### src/rtl/apb_req_arbiter_if.sv
// APB requester/completer signal bundle shared by the arbiter and the bridge.
interface apb_req_arbiter_if #(
  parameter int ADDR_WIDTH = 32,
  parameter int DATA_WIDTH = 32,
  parameter int STRB_WIDTH = 4
);
  logic [ADDR_WIDTH-1:0] paddr;
  logic                  psel;
  logic                  penable;
  logic                  pwrite;
  logic [DATA_WIDTH-1:0] pwdata;
  logic [STRB_WIDTH-1:0] pstrb;
  logic [2:0]            pprot;
  logic [DATA_WIDTH-1:0] prdata;
  logic                  pready;
  logic                  pslverr;

  modport master (
    output paddr, psel, penable, pwrite, pwdata, pstrb, pprot,
    input  prdata, pready, pslverr
  );

  modport slave (
    input  paddr, psel, penable, pwrite, pwdata, pstrb, pprot,
    output prdata, pready, pslverr
  );
endinterface

### src/rtl/apb_req_arbiter.sv
// Round-robin arbiter sharing one APB requester port between NUM_REQ clients,
// with SETUP/ACCESS sequencing and an ACCESS-phase timeout.
module apb_req_arbiter #(
  parameter int NUM_REQ    = 4,
  parameter int ADDR_WIDTH = 32,
  parameter int DATA_WIDTH = 32,
  parameter int STRB_WIDTH = 4,
  parameter int TIMEOUT    = 16
) (
  input  logic                                  pclk,
  input  logic                                  preset,
  input  logic [NUM_REQ-1:0]                    req_valid,
  input  logic [NUM_REQ-1:0][ADDR_WIDTH-1:0]    req_addr,
  input  logic [NUM_REQ-1:0]                    req_write,
  input  logic [NUM_REQ-1:0][DATA_WIDTH-1:0]    req_wdata,
  input  logic [NUM_REQ-1:0][STRB_WIDTH-1:0]    req_strb,
  input  logic [NUM_REQ-1:0][2:0]               req_prot,
  output logic [NUM_REQ-1:0]                    req_gnt,
  output logic [NUM_REQ-1:0]                    rsp_valid,
  output logic [DATA_WIDTH-1:0]                 rsp_rdata,
  output logic                                  rsp_err,
  apb_req_arbiter_if.master                     apb
);

  localparam int IDX_W = $clog2(NUM_REQ);
  localparam int CNT_W = (TIMEOUT > 0) ? $clog2(TIMEOUT + 1) : 1;

  typedef enum logic [1:0] {IDLE, SETUP, ACCESS} state_t;

  state_t                state_q, state_d;
  logic [IDX_W-1:0]      last_q, last_d, cur_q, cur_d;
  logic [CNT_W-1:0]      cnt_q, cnt_d;
  logic [ADDR_WIDTH-1:0] addr_q, addr_d;
  logic [DATA_WIDTH-1:0] wdata_q, wdata_d;
  logic [STRB_WIDTH-1:0] strb_q, strb_d;
  logic [2:0]            prot_q, prot_d;
  logic                  write_q, write_d, psel_q, psel_d, pen_q, pen_d;
  logic [NUM_REQ-1:0]    gnt_d, rspv_d;
  logic [DATA_WIDTH-1:0] rdata_d;
  logic                  err_d;

  logic [NUM_REQ-1:0]    elig;
  logic [IDX_W-1:0]      scan_idx, win_idx;
  logic                  win_vld;
  logic                  timeout_hit;

  // A client whose response is going out this cycle must not be re-granted immediately.
  always_comb begin
    elig     = req_valid & ~rsp_valid;
    win_vld  = 1'b0;
    win_idx  = last_q;
    scan_idx = last_q;
    for (int k = 1; k <= NUM_REQ; k++) begin
      scan_idx = IDX_W'((int'(last_q) + k) % NUM_REQ);
      if (!win_vld && elig[scan_idx]) begin
        win_vld = 1'b1;
        win_idx = scan_idx;
      end
    end
  end

  assign timeout_hit = (TIMEOUT != 0) && (cnt_q == CNT_W'(TIMEOUT - 1));

  always_comb begin
    state_d = state_q;
    last_d  = last_q;
    cur_d   = cur_q;
    cnt_d   = cnt_q;
    addr_d  = addr_q;
    wdata_d = wdata_q;
    strb_d  = strb_q;
    prot_d  = prot_q;
    write_d = write_q;
    psel_d  = psel_q;
    pen_d   = pen_q;
    gnt_d   = '0;
    rspv_d  = '0;
    rdata_d = '0;
    err_d   = 1'b0;
    case (state_q)
      IDLE: begin
        if (win_vld) begin
          addr_d         = req_addr[win_idx];
          write_d        = req_write[win_idx];
          wdata_d        = req_wdata[win_idx];
          strb_d         = req_write[win_idx] ? req_strb[win_idx] : '0;
          prot_d         = req_prot[win_idx];
          gnt_d[win_idx] = 1'b1;
          cur_d          = win_idx;
          cnt_d          = '0;
          psel_d         = 1'b1;
          pen_d          = 1'b0;
          state_d        = SETUP;
        end
      end
      SETUP: begin
        pen_d   = 1'b1;
        state_d = ACCESS;
      end
      ACCESS: begin
        if (apb.pready) begin
          psel_d        = 1'b0;
          pen_d         = 1'b0;
          rspv_d[cur_q] = 1'b1;
          rdata_d       = write_q ? '0 : apb.prdata;
          err_d         = apb.pslverr;
          last_d        = cur_q;
          state_d       = IDLE;
        end else if (timeout_hit) begin
          psel_d        = 1'b0;
          pen_d         = 1'b0;
          rspv_d[cur_q] = 1'b1;
          err_d         = 1'b1;
          last_d        = cur_q;
          state_d       = IDLE;
        end else begin
          cnt_d = cnt_q + 1'b1;
        end
      end
      default: state_d = IDLE;
    endcase
  end

  // Reset parks the pointer on the last client so client 0 wins first.
  always_ff @(posedge pclk) begin
    if (preset) begin
      state_q   <= IDLE;
      last_q    <= IDX_W'(NUM_REQ - 1);
      cur_q     <= '0;
      cnt_q     <= '0;
      addr_q    <= '0;
      wdata_q   <= '0;
      strb_q    <= '0;
      prot_q    <= '0;
      write_q   <= 1'b0;
      psel_q    <= 1'b0;
      pen_q     <= 1'b0;
      req_gnt   <= '0;
      rsp_valid <= '0;
      rsp_rdata <= '0;
      rsp_err   <= 1'b0;
    end else begin
      state_q   <= state_d;
      last_q    <= last_d;
      cur_q     <= cur_d;
      cnt_q     <= cnt_d;
      addr_q    <= addr_d;
      wdata_q   <= wdata_d;
      strb_q    <= strb_d;
      prot_q    <= prot_d;
      write_q   <= write_d;
      psel_q    <= psel_d;
      pen_q     <= pen_d;
      req_gnt   <= gnt_d;
      rsp_valid <= rspv_d;
      rsp_rdata <= rdata_d;
      rsp_err   <= err_d;
    end
  end

  assign apb.paddr   = addr_q;
  assign apb.psel    = psel_q;
  assign apb.penable = pen_q;
  assign apb.pwrite  = write_q;
  assign apb.pwdata  = wdata_q;
  assign apb.pstrb   = strb_q;
  assign apb.pprot   = prot_q;

endmodule
### src/flat_wrapper.sv
// flat-port wrapper written by rule: the top's interface ports become plain ports
module apb_req_arbiter_flat 
#(
  parameter int NUM_REQ    = 4,
  parameter int ADDR_WIDTH = 32,
  parameter int DATA_WIDTH = 32,
  parameter int STRB_WIDTH = 4,
  parameter int TIMEOUT    = 16
)
  (pclk, preset, req_valid, req_addr, req_write, req_wdata, req_strb, req_prot, req_gnt, rsp_valid, rsp_rdata, rsp_err, apb_paddr, apb_psel, apb_penable, apb_pwrite, apb_pwdata, apb_pstrb, apb_pprot, apb_prdata, apb_pready, apb_pslverr);
  apb_req_arbiter_if #(.ADDR_WIDTH(ADDR_WIDTH), .DATA_WIDTH(DATA_WIDTH), .STRB_WIDTH(STRB_WIDTH)) apb_i ();
  input  logic pclk;
  input  logic preset;
  input  logic [NUM_REQ-1:0] req_valid;
  input  logic [NUM_REQ-1:0][ADDR_WIDTH-1:0] req_addr;
  input  logic [NUM_REQ-1:0] req_write;
  input  logic [NUM_REQ-1:0][DATA_WIDTH-1:0] req_wdata;
  input  logic [NUM_REQ-1:0][STRB_WIDTH-1:0] req_strb;
  input  logic [NUM_REQ-1:0][2:0] req_prot;
  output logic [NUM_REQ-1:0] req_gnt;
  output logic [NUM_REQ-1:0] rsp_valid;
  output logic [DATA_WIDTH-1:0] rsp_rdata;
  output logic rsp_err;
  output wire logic [$bits(apb_i.paddr)-1:0] apb_paddr;
  output wire logic [$bits(apb_i.psel)-1:0] apb_psel;
  output wire logic [$bits(apb_i.penable)-1:0] apb_penable;
  output wire logic [$bits(apb_i.pwrite)-1:0] apb_pwrite;
  output wire logic [$bits(apb_i.pwdata)-1:0] apb_pwdata;
  output wire logic [$bits(apb_i.pstrb)-1:0] apb_pstrb;
  output wire logic [$bits(apb_i.pprot)-1:0] apb_pprot;
  input wire logic [$bits(apb_i.prdata)-1:0] apb_prdata;
  input wire logic [$bits(apb_i.pready)-1:0] apb_pready;
  input wire logic [$bits(apb_i.pslverr)-1:0] apb_pslverr;
  assign apb_paddr = apb_i.paddr;
  assign apb_psel = apb_i.psel;
  assign apb_penable = apb_i.penable;
  assign apb_pwrite = apb_i.pwrite;
  assign apb_pwdata = apb_i.pwdata;
  assign apb_pstrb = apb_i.pstrb;
  assign apb_pprot = apb_i.pprot;
  assign apb_i.prdata = apb_prdata;
  assign apb_i.pready = apb_pready;
  assign apb_i.pslverr = apb_pslverr;
  apb_req_arbiter #(.NUM_REQ(NUM_REQ), .ADDR_WIDTH(ADDR_WIDTH), .DATA_WIDTH(DATA_WIDTH), .STRB_WIDTH(STRB_WIDTH), .TIMEOUT(TIMEOUT)) u_core (.pclk(pclk), .preset(preset), .req_valid(req_valid), .req_addr(req_addr), .req_write(req_write), .req_wdata(req_wdata), .req_strb(req_strb), .req_prot(req_prot), .req_gnt(req_gnt), .rsp_valid(rsp_valid), .rsp_rdata(rsp_rdata), .rsp_err(rsp_err), .apb(apb_i));
endmodule
### config.mk
export PLATFORM = sky130hd
export DESIGN_NAME = apb_req_arbiter_flat
export DESIGN_NICKNAME = d
export VERILOG_FILES = /design/src/rtl/apb_req_arbiter_if.sv /design/src/rtl/apb_req_arbiter.sv /design/src/flat_wrapper.sv
export SDC_FILE = /design/constraint.sdc
export NUM_CORES = 1
export LEC_CHECK = 0
export ABC_CLOCK_PERIOD_IN_PS = 2700
export CAP_MARGIN = 10
export CORE_AREA = 2 2 170 172
export DETAILED_ROUTE_END_ITERATION = 10
export DIE_AREA = 0 0 172 174
export PLACE_DENSITY = 0.55
export SLEW_MARGIN = 20
export SYNTH_ARGS = -nofsm -noshare
export SYNTH_HDL_FRONTEND = slang
export SYNTH_SLANG_ARGS = --single-unit
### constraint.sdc
create_clock -name pclk -period 2.7 [get_ports pclk]
set_input_delay 0.675 -clock pclk [delete_from_list [all_inputs] [get_ports pclk]]
set_output_delay 0.675 -clock pclk [all_outputs]
set_load 0.01 [all_outputs]
* Yosys cells after proc, flatten, opt, wreduce, memory -nomap -nowiden
Cells that the tools add are included. Widths: inputs -> output; s select.
Word-level totals: memory bits (writable) 0, memories 0, register bits 126, bits in read-only memories 0, latch bits 0
Operators by class: equality and inequality tests 7, bitwise logic cells 6, add/sub/neg operators 5, muxes and demuxes 51, magnitude comparators 8, div/mod/pow operators 0, reduce and logical (&&, ||, !) cells 21, $mul 0, shift operators 0
Operator list (count):
- $bmux 32 s2 | 2
- $mux 32 | 2
- $lt 2x3->1 const B | 6
- $mux 2 | 9
- $mux 1 | 17
- $mux 4 | 4
- $mux 5 | 3
- $bmux 1 s2 | 5
- $pmux 5 s2 | 1
- $bmux 4 s2 | 1
- $bmux 3 s2 | 1
- $pmux 2 s3 | 1
- $reduce_and 2->1 | 3
- $reduce_and 3->1 | 2
- $add 5x1->5 const B | 1
- $eq 5x4->1 const B | 1
- $logic_and 1x1->1 | 5
- $add 2x1->2 const B | 2
- $add 2x2->2 const B | 2
- $and 4x4->4 | 1
- $demux 1 s2 | 2
- $ge 2x1->1 const B | 2
- $ne 2x2->1 const B | 2
- $not 1->1 | 4
- other kinds (16) | 19

* Depth between registers and ports, before layout
word-level depth 18, depth in mapped cells 9, gate-level depth less buffers 8

* Worst setup path before layout
Ideal clock, no wire load.
kind input -> register, from input port req_valid[0], to register u_core.addr_q[15], in the netlist u_core.apb.paddr[15], data arrival time 2424 ps, path buffers 2, setup slack 160 ps, cell stages on the path 7, cell sequence nor2b_2 a211oi_2 nor3_2 buf_6 buf_6 mux4_2 a22o_1
On the way: word-level cells in the longest chain between the ends 15, elaborated cells between the ends (all ways) 26
Ends and longest elaborated chain:
- from (decl) | RTL line flat_wrapper.sv:14 | input logic [NUM_REQ-1:0] req_valid;
- $and 4x4->4 * | RTL line apb_req_arbiter.sv:49 | elig = req_valid & ~rsp_valid;
- $bmux 1 s2 | RTL line apb_req_arbiter.sv:55 | if (!win_vld && elig[scan_idx]) begin
- $mux 1 (not written as such) | RTL line apb_req_arbiter.sv:55
- $mux 1 | RTL line apb_req_arbiter.sv:55
- $logic_not 1->1 | RTL line apb_req_arbiter.sv:55
- $logic_and 1x1->1 | RTL line apb_req_arbiter.sv:55
- $mux 1 | RTL line apb_req_arbiter.sv:55
- $logic_not 1->1 | RTL line apb_req_arbiter.sv:55
- $logic_and 1x1->1 | RTL line apb_req_arbiter.sv:55
- $mux 1 | RTL line apb_req_arbiter.sv:55
- $logic_not 1->1 | RTL line apb_req_arbiter.sv:55
- $logic_and 1x1->1 | RTL line apb_req_arbiter.sv:55
- $mux 2 | RTL line apb_req_arbiter.sv:55
- $bmux 32 s2 | RTL line apb_req_arbiter.sv:83 | addr_d = req_addr[win_idx];
- $mux 32 (not written as such) | RTL line apb_req_arbiter.sv:83
- to (signal assigned) | RTL line apb_req_arbiter.sv:147 | addr_q <= addr_d;
- to (decl) | RTL line apb_req_arbiter.sv:33 | logic [ADDR_WIDTH-1:0] addr_q, addr_d;
Mark *: on every way between the ends. The rest lies on a longest branch, timed or not. The select of a mux whose other input is x is not followed. A chain may end at the register's enable or synchronous reset.

* Worst setup path in the final report
from input port req_valid[2], to register u_core.addr_q[30], in the netlist u_core.apb.paddr[30]
Same word-level chain as after synthesis.

==> run_results.csv <==
group,metric,value,unit
finish,fill_cells,2725,
power,power.density,566.5,mW/mm^2
hold_path,hold_class,"reg2reg",
route,drtIter0Drc,249,
setup_path,reg2reg_depth,7,
global_route,grt_pass1_vias,5799,
hold_path,hp-start,"u_core.apb.pstrb[1]",
clock_tree,clkTransAtPathRegs,0.06,ns
hold_path,whs_path_depth,2,
finish,seq_area,0.002522,sq mm
floorplan,ios,443,
sta,period_share,0.9574,
logic_synthesis,ys_async_sr_fraction,0,
logic_synthesis,ys_seq_elements,126,
global_route,grt_pass1_wl,37.43,mm
sta,hold_slack,0.4565,ns
setup_path,crit_fanout,8,
logic_synthesis,yosysWarningCount,0,
sta,worstMarginPinSlew,0.5867,ns
clock_tree,htreeDepth,4,
clock_tree,clock_latency,0.42,ns
sta,clock_skew,0.01343,ns
route,routed_wl,26.74,mm
logic_synthesis,synth_ff_type,"dfxtp_1",
sta,slew_viol_final,0,
clock_tree,root_buffer,"clkbuf_16",
placement,dpl.cell_count,1278,
sta,finalSetupViolCount,0,
floorplan,die-height,174,um
clock_tree,cts_buffer_depth,2,
route,dr.pass1.iters,4,
finish,final_cell_mix,"clkdlybuf4s50_1 (442), dfxtp_1 (126), mux4_2 (71), a22o_1 (67), and2_1 (33)",
clock_tree,cts_tree,"yes",
clock_tree,clkSinkCount,126,
power,p_leak,0.004435,uW
power,peakVddDrop,0.3725,mV
global_route,grt_usage,0.1723,
logic_synthesis,synth.avg_cell_area,12.98,sq um
floorplan,design.die.area,0.02993,sq mm
placement,port_buffers,442,
logic_synthesis,synth_area,0.005881,sq mm
setup_path,crit_required,3.01,ns
floorplan,rows,62,
finish,multiInputGateArea,0.003129,sq mm
global_route,grt_max_degree,33,
logic_synthesis,ys_seq_area_frac,0.4289,
finish,finalNonFillerCells,1313,
logic_synthesis,synth_cells,453,
clock_tree,post_cts_buffers,0,
finish,fin_nets,1247,
sta,hold_viol_final,0,
setup_path,critPathLaunchType,"input pin",
sta,fin_crit,2.585,ns
floorplan,start_util,0.2083,
sta,finalSetupTns,0,ns
finish,final_common_cell,"clkdlybuf4s50_1",
placement,place_congestion,0.8582,
setup_path,ff2ff_setup_slack,0.44,ns
clock_tree,cts_made_buffers,17,
placement,hpwl,21.39,mm
floorplan,die_w,172,um
finish,final_area,0.01171,sq mm
finish,syn2layout_area_growth,99.19,%
setup_path,worstPathArrival,2.89,ns
global_route,antenna_found_initial,3,
logic_synthesis,synth_nets,787,
setup_path,crit_path_end_kind,"register",
setup_path,r2r_start,"u_core.last_q[1]",
floorplan,core_area,0.02824,sq mm
route,final_antenna_net_count,0,
route,wl_per_cell,20.36,um
route,viasPerCell,4.342,
sta,rsz0062_at_grt,"false",
setup_path,worstSetupPathType,"in2reg",
route,drc,0,
logic_synthesis,synthDistinctLibCells,42,
finish,layout-drive-gt1-share,0.1631,
job,cap_violations,0,
global_route,gr-total-overflow,0,
sta,maxSlewHeadroom,0.6056,
sta,clock.fmax,386.8,MHz
placement,placed_cell_area,0.01109,sq mm
finish,post-route-util,0.4148,
setup_path,crit_start,"req_valid[2]",
run_status,status,"finished clean",
logic_synthesis,synth_edf_count,0,
route,vias,5701,
[logic make-up (layout without fill, tap and decap cells)]
logic type / Yosys count / after routing / share of synthesized area
adder cells (fa/ha/maj): 6 / 6 / 0.01277
multiplexers: 80 / 80 / 0.2872
other: 0 / 3 / 0
AND/OR/NAND/NOR: 85 / 85 / 0.08319
buffers and inverters: 60 / 533 / 0.04659
XOR/XNOR: 2 / 2 / 0.002979
AO/OA/AOI/OAI: 94 / 94 / 0.1383
flip-flops: 126 / 126 / 0.4289
[where the power goes]
group	total, uW	switching [uW]	internal [uW]
sequential	2190	123	2060
combinational	2080	744	1340
clock	2370	966	1400
[what timing repair did]
item / 4_1_cts / 5_1_grt
gates resized for setup: 0 / 3
hold buffers: 0 / 0
setup endpoints to repair: 0 / 12
[synthesized netlist by cell type, types with 2 or more instances]
cell | instances | area, sq um
a211o_1 | 2 | 17.52
a211oi_1 | 4 | 30.03
a21oi_1 | 2 | 10.01
a22o_1 | 67 | 586.8
and2_1 | 33 | 206.5
and3_1 | 3 | 18.77
buf_2 | 3 | 15.01
buf_4 | 2 | 15.01
buf_6 | 5 | 56.30
clkbuf_1 | 27 | 101.4
dfxtp_1 | 126 | 2522
ha_1 | 6 | 75.07
inv_1 | 22 | 82.58
mux2i_1 | 9 | 90.09
mux4_2 | 71 | 1599
nand2_1 | 6 | 22.52
nand2b_1 | 4 | 25.02
nor2_1 | 15 | 56.30
nor2b_1 | 7 | 43.79
nor3_1 | 4 | 20.02
nor4_1 | 6 | 37.54
o21ai_0 | 3 | 15.01
o31a_1 | 2 | 17.52
o31ai_1 | 5 | 37.54
xnor2_1 | 2 | 17.52
[flip-flops by register name, summed over array words and instances (netlist names), 2 cells and up]
name / count
u_core.apb.paddr: 32
u_core.apb.pwdata: 32
u_core.rsp_rdata: 32
u_core.cnt_q: 5
u_core.apb.pstrb: 4
u_core.req_gnt: 4
u_core.rsp_valid: 4
u_core.apb.pprot: 3
u_core.cur_q: 2
u_core.last_q: 2
u_core.state_q: 2
[path summary, 6_finish.rpt]
kind / endpoint
hold reg to reg: u_core.apb.pstrb[1]
setup reg to reg: u_core.apb.paddr[30]
setup / recovery: u_core.apb.paddr[30]
hold / removal: u_core.apb.pstrb[1]
[critical path, cell delays in order]
cell	delay, ns
clkdlybuf4s50_1	0.47
nand2b_1	0.07
o211a_1	0.25
nor3_4	0.31
buf_12	0.19
buf_4	0.20
mux4_2	0.52
a22o_1	0.19
[routing by layer]
layer | GRT usage | wire, um | up-vias
li1 | - | - | 2686
met1 | 0.2128 | 11050 | 2777
met2 | 0.2987 | 13390 | 223
met3 | 0.04076 | 1967 | 13
met4 | 0.04622 | 308 | 2
met5 | 0 | 13 | -
[stage by stage]
stage	power [uW]	worst slack [ns]
CTS	6746	0.1067
detailed placement	4324	-0.3488
global route	6950	0.001683
floorplan	3097	0.1595
finish	6636	0.1149
global placement	4321	-0.3346
[area by class of cell]
type | instances | area share
clock buffers | 18 | 0.03749
flip-flops and latches | 126 | 0.2153
diodes | 3 | 0.0006409
inverters | 22 | 0.007050
well taps | 384 | 0.04102
multi-input cells | 267 | 0.2671
repair buffers | 479 | 0.4181
clock inverters | 14 | 0.01325
(Power assumes the default switching activity.)
